==> src/rtl/mem_wb_pipe.sv <==
// ---------------------------------------------------------------------------
// mem_wb_pipe
//
// MEM->WB pipeline stage for the multi-issue core. It carries LANES
// independent register-write payloads. Each payload has a destination
// address, a write enable and write data.
//
// The MEM side uses a valid/ready handshake. A two-entry buffer (a main
// register plus a skid register) lets in_ready come straight from a flop,
// so backpressure from WB never ripples combinationally back into MEM.
//
// A synchronous flush discards everything held in the stage. Idle lanes are
// canonicalised to a NOP write, so WB never sees a spurious register write.
//
// Ports
//   clk        : clock, rising edge
//   rst        : asynchronous active-high reset
//   flush      : synchronous clear of all buffered entries
//   in_valid   : MEM presents a payload
//   in_ready   : stage can accept a payload (registered)
//   in_wd      : per-lane destination address, lane i = [i*ADDR_W +: ADDR_W]
//   in_wreg    : per-lane write enable
//   in_wdata   : per-lane write data, lane i = [i*DATA_W +: DATA_W]
//   out_valid  : WB payload valid (registered)
//   out_ready  : WB consumes the payload this cycle
//   wb_wd      : per-lane destination address to WB (NOP when idle)
//   wb_wreg    : per-lane write enable to WB (0 when idle)
//   wb_wdata   : per-lane write data to WB (0 when idle)
//   occupancy  : number of buffered entries, 0..2
// ---------------------------------------------------------------------------
module mem_wb_pipe #(
  parameter int LANES    = 1,
  parameter int DATA_W   = 32,
  parameter int ADDR_W   = 5,
  parameter int NOP_ADDR = 0
) (
  input  logic                    clk,
  input  logic                    rst,
  input  logic                    flush,
  input  logic                    in_valid,
  output logic                    in_ready,
  input  logic [LANES*ADDR_W-1:0] in_wd,
  input  logic [LANES-1:0]        in_wreg,
  input  logic [LANES*DATA_W-1:0] in_wdata,
  output logic                    out_valid,
  input  logic                    out_ready,
  output logic [LANES*ADDR_W-1:0] wb_wd,
  output logic [LANES-1:0]        wb_wreg,
  output logic [LANES*DATA_W-1:0] wb_wdata,
  output logic [1:0]              occupancy
);

  // The state encoding equals the occupancy count, so occupancy is the state.
  typedef enum logic [1:0] {
    EMPTY = 2'd0,
    ONE   = 2'd1,
    FULL  = 2'd2
  } state_e;

  localparam logic [ADDR_W-1:0]       NOP_A     = ADDR_W'(NOP_ADDR);
  localparam logic [LANES*ADDR_W-1:0] NOP_WD    = {LANES{NOP_A}};
  localparam logic [LANES-1:0]        NOP_WREG  = '0;
  localparam logic [LANES*DATA_W-1:0] NOP_WDATA = '0;

  state_e                  state_q, state_d;
  logic                    inReady_q;
  logic                    outValid_q;

  logic [LANES*ADDR_W-1:0] mainWd_q, mainWd_d;
  logic [LANES-1:0]        mainWreg_q, mainWreg_d;
  logic [LANES*DATA_W-1:0] mainWdata_q, mainWdata_d;

  logic [LANES*ADDR_W-1:0] skidWd_q, skidWd_d;
  logic [LANES-1:0]        skidWreg_q, skidWreg_d;
  logic [LANES*DATA_W-1:0] skidWdata_q, skidWdata_d;

  logic [LANES*ADDR_W-1:0] capWd;
  logic [LANES-1:0]        capWreg;
  logic [LANES*DATA_W-1:0] capWdata;

  logic                    inFire;
  logic                    outFire;

  assign inFire  = in_valid & inReady_q;
  assign outFire = outValid_q & out_ready;

  // Canonicalise the incoming payload. A lane that does not write is stored
  // as a NOP, so a stale address or data word can never leak through to WB.
  always_comb begin
    capWd    = NOP_WD;
    capWreg  = in_wreg;
    capWdata = NOP_WDATA;
    for (int i = 0; i < LANES; i++) begin
      if (in_wreg[i]) begin
        capWd[i*ADDR_W +: ADDR_W]    = in_wd[i*ADDR_W +: ADDR_W];
        capWdata[i*DATA_W +: DATA_W] = in_wdata[i*DATA_W +: DATA_W];
      end
    end
  end

  // Next-state logic. When one entry is held and both sides fire, the main
  // register is replaced directly; the skid register is used only while WB
  // stalls. Flush wins over any handshake in the same cycle.
  always_comb begin
    state_d     = state_q;
    mainWd_d    = mainWd_q;
    mainWreg_d  = mainWreg_q;
    mainWdata_d = mainWdata_q;
    skidWd_d    = skidWd_q;
    skidWreg_d  = skidWreg_q;
    skidWdata_d = skidWdata_q;

    unique case (state_q)
      EMPTY: begin
        if (inFire) begin
          state_d     = ONE;
          mainWd_d    = capWd;
          mainWreg_d  = capWreg;
          mainWdata_d = capWdata;
        end
      end
      ONE: begin
        if (inFire && outFire) begin
          mainWd_d    = capWd;
          mainWreg_d  = capWreg;
          mainWdata_d = capWdata;
        end else if (inFire) begin
          state_d     = FULL;
          skidWd_d    = capWd;
          skidWreg_d  = capWreg;
          skidWdata_d = capWdata;
        end else if (outFire) begin
          state_d     = EMPTY;
          mainWd_d    = NOP_WD;
          mainWreg_d  = NOP_WREG;
          mainWdata_d = NOP_WDATA;
        end
      end
      FULL: begin
        if (outFire) begin
          state_d     = ONE;
          mainWd_d    = skidWd_q;
          mainWreg_d  = skidWreg_q;
          mainWdata_d = skidWdata_q;
          skidWd_d    = NOP_WD;
          skidWreg_d  = NOP_WREG;
          skidWdata_d = NOP_WDATA;
        end
      end
      default: begin
        state_d = EMPTY;
      end
    endcase

    if (flush) begin
      state_d     = EMPTY;
      mainWd_d    = NOP_WD;
      mainWreg_d  = NOP_WREG;
      mainWdata_d = NOP_WDATA;
      skidWd_d    = NOP_WD;
      skidWreg_d  = NOP_WREG;
      skidWdata_d = NOP_WDATA;
    end
  end

  // The handshake flops are loaded from the next state, so they always agree
  // with state_q. in_ready stays low during reset and rises on the first edge
  // after reset is released.
  always_ff @(posedge clk or posedge rst) begin
    if (rst) begin
      state_q     <= EMPTY;
      inReady_q   <= 1'b0;
      outValid_q  <= 1'b0;
      mainWd_q    <= NOP_WD;
      mainWreg_q  <= NOP_WREG;
      mainWdata_q <= NOP_WDATA;
      skidWd_q    <= NOP_WD;
      skidWreg_q  <= NOP_WREG;
      skidWdata_q <= NOP_WDATA;
    end else begin
      state_q     <= state_d;
      inReady_q   <= (state_d != FULL);
      outValid_q  <= (state_d != EMPTY);
      mainWd_q    <= mainWd_d;
      mainWreg_q  <= mainWreg_d;
      mainWdata_q <= mainWdata_d;
      skidWd_q    <= skidWd_d;
      skidWreg_q  <= skidWreg_d;
      skidWdata_q <= skidWdata_d;
    end
  end

  // The WB payload is gated by out_valid, so WB can use wb_wreg alone to
  // decide whether to write.
  assign in_ready  = inReady_q;
  assign out_valid = outValid_q;
  assign wb_wd     = outValid_q ? mainWd_q    : NOP_WD;
  assign wb_wreg   = outValid_q ? mainWreg_q  : NOP_WREG;
  assign wb_wdata  = outValid_q ? mainWdata_q : NOP_WDATA;
  assign occupancy = state_q;

endmodule

==> config.mk <==
export PLATFORM = sky130hd
export DESIGN_NAME = mem_wb_pipe
export DESIGN_NICKNAME = d
export VERILOG_FILES = /design/src/rtl/mem_wb_pipe.sv
export SDC_FILE = /design/constraint.sdc
export NUM_CORES = 1
export LEC_CHECK = 0
export ABC_AREA = 1
export CAP_MARGIN = 20
export CORE_ASPECT_RATIO = 0.75
export CORE_MARGIN = 3
export CORE_UTILIZATION = 40
export DETAILED_ROUTE_END_ITERATION = 10
export GPL_TIMING_DRIVEN = 0
export PLACE_DENSITY = 0.76
export SLEW_MARGIN = 20
export SYNTH_ARGS = -nofsm -noshare
export SYNTH_HDL_FRONTEND = slang
export SYNTH_SLANG_ARGS = --single-unit
==> constraint.sdc <==
create_clock -name clk -period 5.73 [get_ports clk]
set_clock_uncertainty 0.2 [all_clocks]
set_input_delay 1.4325 -clock clk [delete_from_list [all_inputs] [get_ports clk]]
set_output_delay 1.4325 -clock clk [all_outputs]
set_load 0.05 [all_outputs]
### Yosys cells after proc, flatten, opt, wreduce, memory -nomap -nowiden

Cells that the tools add are included.

* register bits: 80
* output and inout port bits: 42
* logic and storage cells: 69

* eq/ne operators: 9
* multiplexer cells: 42
* bitwise operators: 2
* reductions and logical operators: 7

Operator list (count)
* $mux W32: 10
* $pmux W32 S3: 1
* $pmux W32 S2: 1
* $mux W5: 10
* $pmux W5 S3: 1
* $mux W2: 6
* $ne A3 B3 Y1 const B: 4
* $pmux W5 S2: 1
* $mux W1: 9
* $ne A4 B4 Y1 const B: 2
* $pmux W2 S3: 1
* $reduce_and A5 Y1: 1
* $reduce_and A4 Y1: 1
* $reduce_bool A4 Y1: 1
* $pmux W1 S3: 1
* $reduce_bool A3 Y1: 1
* $and A1 B1 Y1: 2
* $eq A2 B1 Y1 const B: 1
* $eq A2 B2 Y1 const B: 1
* $logic_not A2 Y1: 1
* $ne A2 B2 Y1 const B: 1
* $pmux W1 S2: 1
* $reduce_bool A2 Y1: 1
* $logic_and A1 B1 Y1: 1

### Logic depth before layout (Yosys ltp)

* word-level depth: 7
* gate-level depth with buffers: 11

### Least setup slack after synthesis

Ideal clock, no wire load.

* path kind: register -> output
* start: register outValid_q, in the netlist out_valid
* end: output wb_wdata[14]
* arrival: 1.661 ns
* setup slack: 2.436 ns
* cell stages (with the launch flop): 5
* path buffers: 2
* cells stage by stage: dfrtp_1 clkbuf_1 clkbuf_1 nand2_1 inv_1

* word-level cells in the longest chain between the ends: 1

RTL lines
* start, declared: RTL line 67 `logic outValid_q;`
* start signal, assigned: RTL line 183 `outValid_q <= (state_d != EMPTY);`
* $mux W32: RTL line 199 `assign wb_wdata = outValid_q ? mainWdata_q : NOP_WDATA;`
* end, declared: RTL line 49 `output logic [LANES*DATA_W-1:0] wb_wdata,`

Every way passes these cells.

### Worst setup path in the final report

* start: register outValid_q, in the netlist out_valid
* end: output wb_wdata[15]

Same word-level chain as after synthesis.

==> flow_summary.rst <==
.. list-table::
   :header-rows: 1

   * - Metric
     - Value
   * - Worst path arrival time
     - 2.76 ns
   * - Total die area
     - 11400 sq um
   * - Data required time of the worst path
     - 4.10 ns
   * - Unique masters post-synth
     - 21
   * - Max-Cap Viols
     - 0
   * - Placeable core area
     - a little under 10000 sq um
   * - Clock period minus final worst setup slack
     - 4.40 ns
   * - Slack of the worst reg-to-reg path
     - 3.60 ns
   * - Horizontal extent of the die
     - 122 microns
   * - Initial antenna violation count
     - 0
   * - Port-buffer cells
     - 84
   * - Yosys synthesis warning count
     - 0
   * - Worst Hold Class
     - flip-flop to flip-flop
   * - DR DRC count
     - 0
   * - Number of search-and-repair iterations in the first detailed-routing pass
     - 5
   * - Register area share after synthesis
     - 49.4%
   * - Syn Std Cell Area
     - slightly above 4000 sq um
   * - Vias per inst
     - 4.67
   * - Critical path endpoint category
     - output port
   * - Remaining Overflow, GRT
     - 0
   * - Post_cts resized
     - 0
   * - Relative slew slack
     - 61.6%
   * - Number of DRC violations after detailed-routing iteration 0
     - 248
   * - Logic depth of the worst register-to-register path
     - 9
   * - H-tree depth
     - 3
   * - Total power after layout
     - 0.00167 W
   * - Synthesized area per cell
     - 7.02 sq um
   * - Worst hold endpoint
     - mainWdata_q[8]
   * - Overall routing resource usage
     - 19.1%
   * - Clock Root Buffer
     - sky130_fd_sc_hd__clkbuf_16
   * - Share of the synthesized area in the top cell type
     - 49.4%
   * - Hold path cells
     - 2
   * - Minimum setup slack in the final design
     - approximately 1.3 ns
   * - Net count of the finished layout
     - 721
   * - EDFF count, synth
     - 0
   * - Post-CTS Setup Repair Bufs
     - 0
   * - Most frequent cells after synthesis
     - sky130_fd_sc_hd__nand2_1 (317), sky130_fd_sc_hd__inv_1 (85), sky130_fd_sc_hd__dfrtp_1 (80)
   * - Fraction of final layout cells with drive strength greater than 1
     - 6.19%
   * - Power Dens Cells
     - approximately 300 nW/um^2
   * - Antenna cells
     - 0
   * - RSZ-0062 raised after global routing
     - no
   * - Slew @ Worst Pin
     - 0.576 ns
   * - Vias in the first global route
     - 3728
   * - Post-synthesis sequential element count
     - 80
   * - Maximum buffer depth of the clock tree
     - 2
   * - Number of nets in the synthesized netlist
     - 625
   * - Startpoint of the most critical hold path
     - mainWdata_q[8]
   * - Final Non-Filler Cells
     - between 800 and 900
   * - Effective utilization at floorplan
     - 41.5%
   * - Chip height
     - 93.2 microns
   * - Detail-routed net length per standard cell
     - 12.8 microns
   * - Clock tree from TritonCTS
     - yes
   * - R2r startpoint
     - occupancy[1]
   * - First-pass GRT wire length
     - 17300 microns
   * - # clock sinks
     - 80
   * - Reg-to-Reg End
     - mainWdata_q[18]
   * - Count of pins on the block boundary
     - 85
   * - DPL Wire Length
     - 7530 microns
   * - Worst Setup Path Type
     - flip-flop to output port
   * - Run status
     - finished, final reports clean
   * - Worst slack after detailed placement
     - about 1.7 ns
   * - CTS hold repair buffers
     - 0
   * - Pin count of the biggest net entering global routing
     - 44
   * - Clock buffer count from CTS
     - 9
   * - Most used DFF post-synth
     - sky130_fd_sc_hd__dfrtp_1
   * - Clock Latency Late Sink
     - 0.33 ns
   * - Remaining number of nets flagged by the antenna check after routing
     - 0
   * - Placed instance count
     - between 700 and 800
   * - Number of slew-limit violations in the final report
     - 0
   * - Final count of hold timing violations
     - 0
   * - Largest area contributor in the synthesized netlist
     - sky130_fd_sc_hd__dfrtp_1
   * - Crit Path Max Fanout
     - 10
   * - DR vias
     - around 3.8k
   * - Count of final setup violators
     - 0
   * - Cell count after synthesis
     - just under 600
   * - Async SR Flop Fraction
     - 100%
   * - Cell row count
     - 31
   * - Final weighted congestion in routability-driven placement
     - 0.936
   * - Area contributors post-synth
     - sky130_fd_sc_hd__dfrtp_1 (49%), sky130_fd_sc_hd__nand2_1 (29%), sky130_fd_sc_hd__inv_1 (7.9%)
   * - Final wirelength
     - between 10000 and 15000 microns
   * - Most frequent cell after synthesis
     - sky130_fd_sc_hd__nand2_1
   * - Clock transition at the registers of the reported paths
     - 0.06 ns
   * - Final worst path period share
     - 76.7%
   * - Worst-case vdd ir drop
     - between 0.15 and 0.2 mV
   * - Fin Setup TNS
     - 0 ns
   * - Leakage
     - 3.14 nW
   * - Highest clock frequency the design can meet
     - ~0.23 GHz
   * - Layout overhead on the synthesized area
     - 33.3%
   * - Type of origin of the critical path
     - flip-flop
==> power breakdown <==
part	total, W	switching (W)	internal, W
logic	0.000401	0.000267	0.000134
clock network	0.000615	0.000233	0.000382
registers	0.000655	0.0000343	0.000621
==> worst max-delay path by stage <==
stage	end	start	slack, ns	cells past startpoint
finish	wb_wdata[15]	out_valid	1.33	5
CTS	wb_wdata[15]	out_valid	1.32	5
detailed placement	wb_wdata[15]	out_valid	1.70	5
floorplan	in_ready	rst	2.05	1
global route	wb_wdata[15]	out_valid	1.20	5
global placement	mainWdata_q[30]	rst	0.84	2
==> routing by layer <==
metal | vias to the layer above | part of all wire, % | global-route usage, %
met3 | 14 | 5.9 | 4.41
met5 | - | 0 | 0
met1 | 1761 | 47 | 26.1
met2 | 120 | 46 | 30.3
li1 | 1893 | - | -
met4 | 0 | 1.2 | 5.87
==> through the flow <==
| stage | utilization, % | hold slack (ns) | cell area (sq um) |
|---|---|---|---|
| finish | 55.3 | 0.282 | 5410 |
| global route | 55.3 | 0.293 | 5410 |
| CTS | 55.3 | 0.282 | 5410 |
| detailed placement | 52.0 | 0.265 | 5080 |
| global placement | 51.8 | 0.261 | 5060 |
| floorplan | - | 0.242 | 4060 |
==> cell type report <==
class	count	area, sq um
clock buffer	9	225
fill	930	4370
tap	132	165
sequential	80	2000
clock inverter	7	96.3
multi-input combinational	385	1570
inverter	86	325
timing repair buffer	85	861
buffer	27	156
==> worst max-delay path, stage by stage (launching register included) <==
cell	delay (ns)
sky130_fd_sc_hd__dfrtp_1	0.45
sky130_fd_sc_hd__clkbuf_1	0.42
sky130_fd_sc_hd__clkbuf_1	0.51
sky130_fd_sc_hd__nand2_1	0.15
sky130_fd_sc_hd__inv_1	0.09
sky130_fd_sc_hd__clkdlybuf4s50_1	0.81
==> cells by family (layout without fill, tap and decap cells) <==
group	Yosys count	count (layout)	share of synthesized area, %
compound gates	39	39	4.88
fa+ha+maj	4	4	1.23
buf+inv	113	214	11.8
flops	80	80	49.4
simple gates	342	342	32.7
==> cell usage in the layout, fill, tap and decap left out <==
master                            instances
sky130_fd_sc_hd__buf_12                   1
sky130_fd_sc_hd__clkdlybuf4s50_1         84
sky130_fd_sc_hd__o211ai_1                 1
sky130_fd_sc_hd__buf_4                   10
sky130_fd_sc_hd__o21ai_0                 17
sky130_fd_sc_hd__buf_6                    1
sky130_fd_sc_hd__nor3_1                   1
sky130_fd_sc_hd__ha_1                     4
sky130_fd_sc_hd__inv_2                    1
sky130_fd_sc_hd__nand3b_1                 1
sky130_fd_sc_hd__dfrtp_1                 80
sky130_fd_sc_hd__buf_2                    8
sky130_fd_sc_hd__bufinv_16                2
sky130_fd_sc_hd__clkbuf_1                 7
sky130_fd_sc_hd__o21ai_1                 20
sky130_fd_sc_hd__inv_1                   84
sky130_fd_sc_hd__a21oi_1                  1
sky130_fd_sc_hd__clkbuf_16                9
sky130_fd_sc_hd__clkinv_4                 3
sky130_fd_sc_hd__clkinv_2                 2
sky130_fd_sc_hd__inv_4                    1
sky130_fd_sc_hd__and2_1                   1
sky130_fd_sc_hd__nor2_1                   4
sky130_fd_sc_hd__nand3_1                 14
sky130_fd_sc_hd__nand3_2                  2
sky130_fd_sc_hd__buf_1                    1
sky130_fd_sc_hd__nand2_1                317
sky130_fd_sc_hd__nand2_2                  2
==> state kept, by name (all words and copies together), names as in the netlist <==
signal and cells:
in_ready 1, out_valid 1, mainWreg_q 1, occupancy 2, mainWd_q 5, mainWdata_q 32
skidWdata_q 32, skidWd_q 5, skidWreg_q 1
Note: power is estimated with default switching activity, not from simulation.
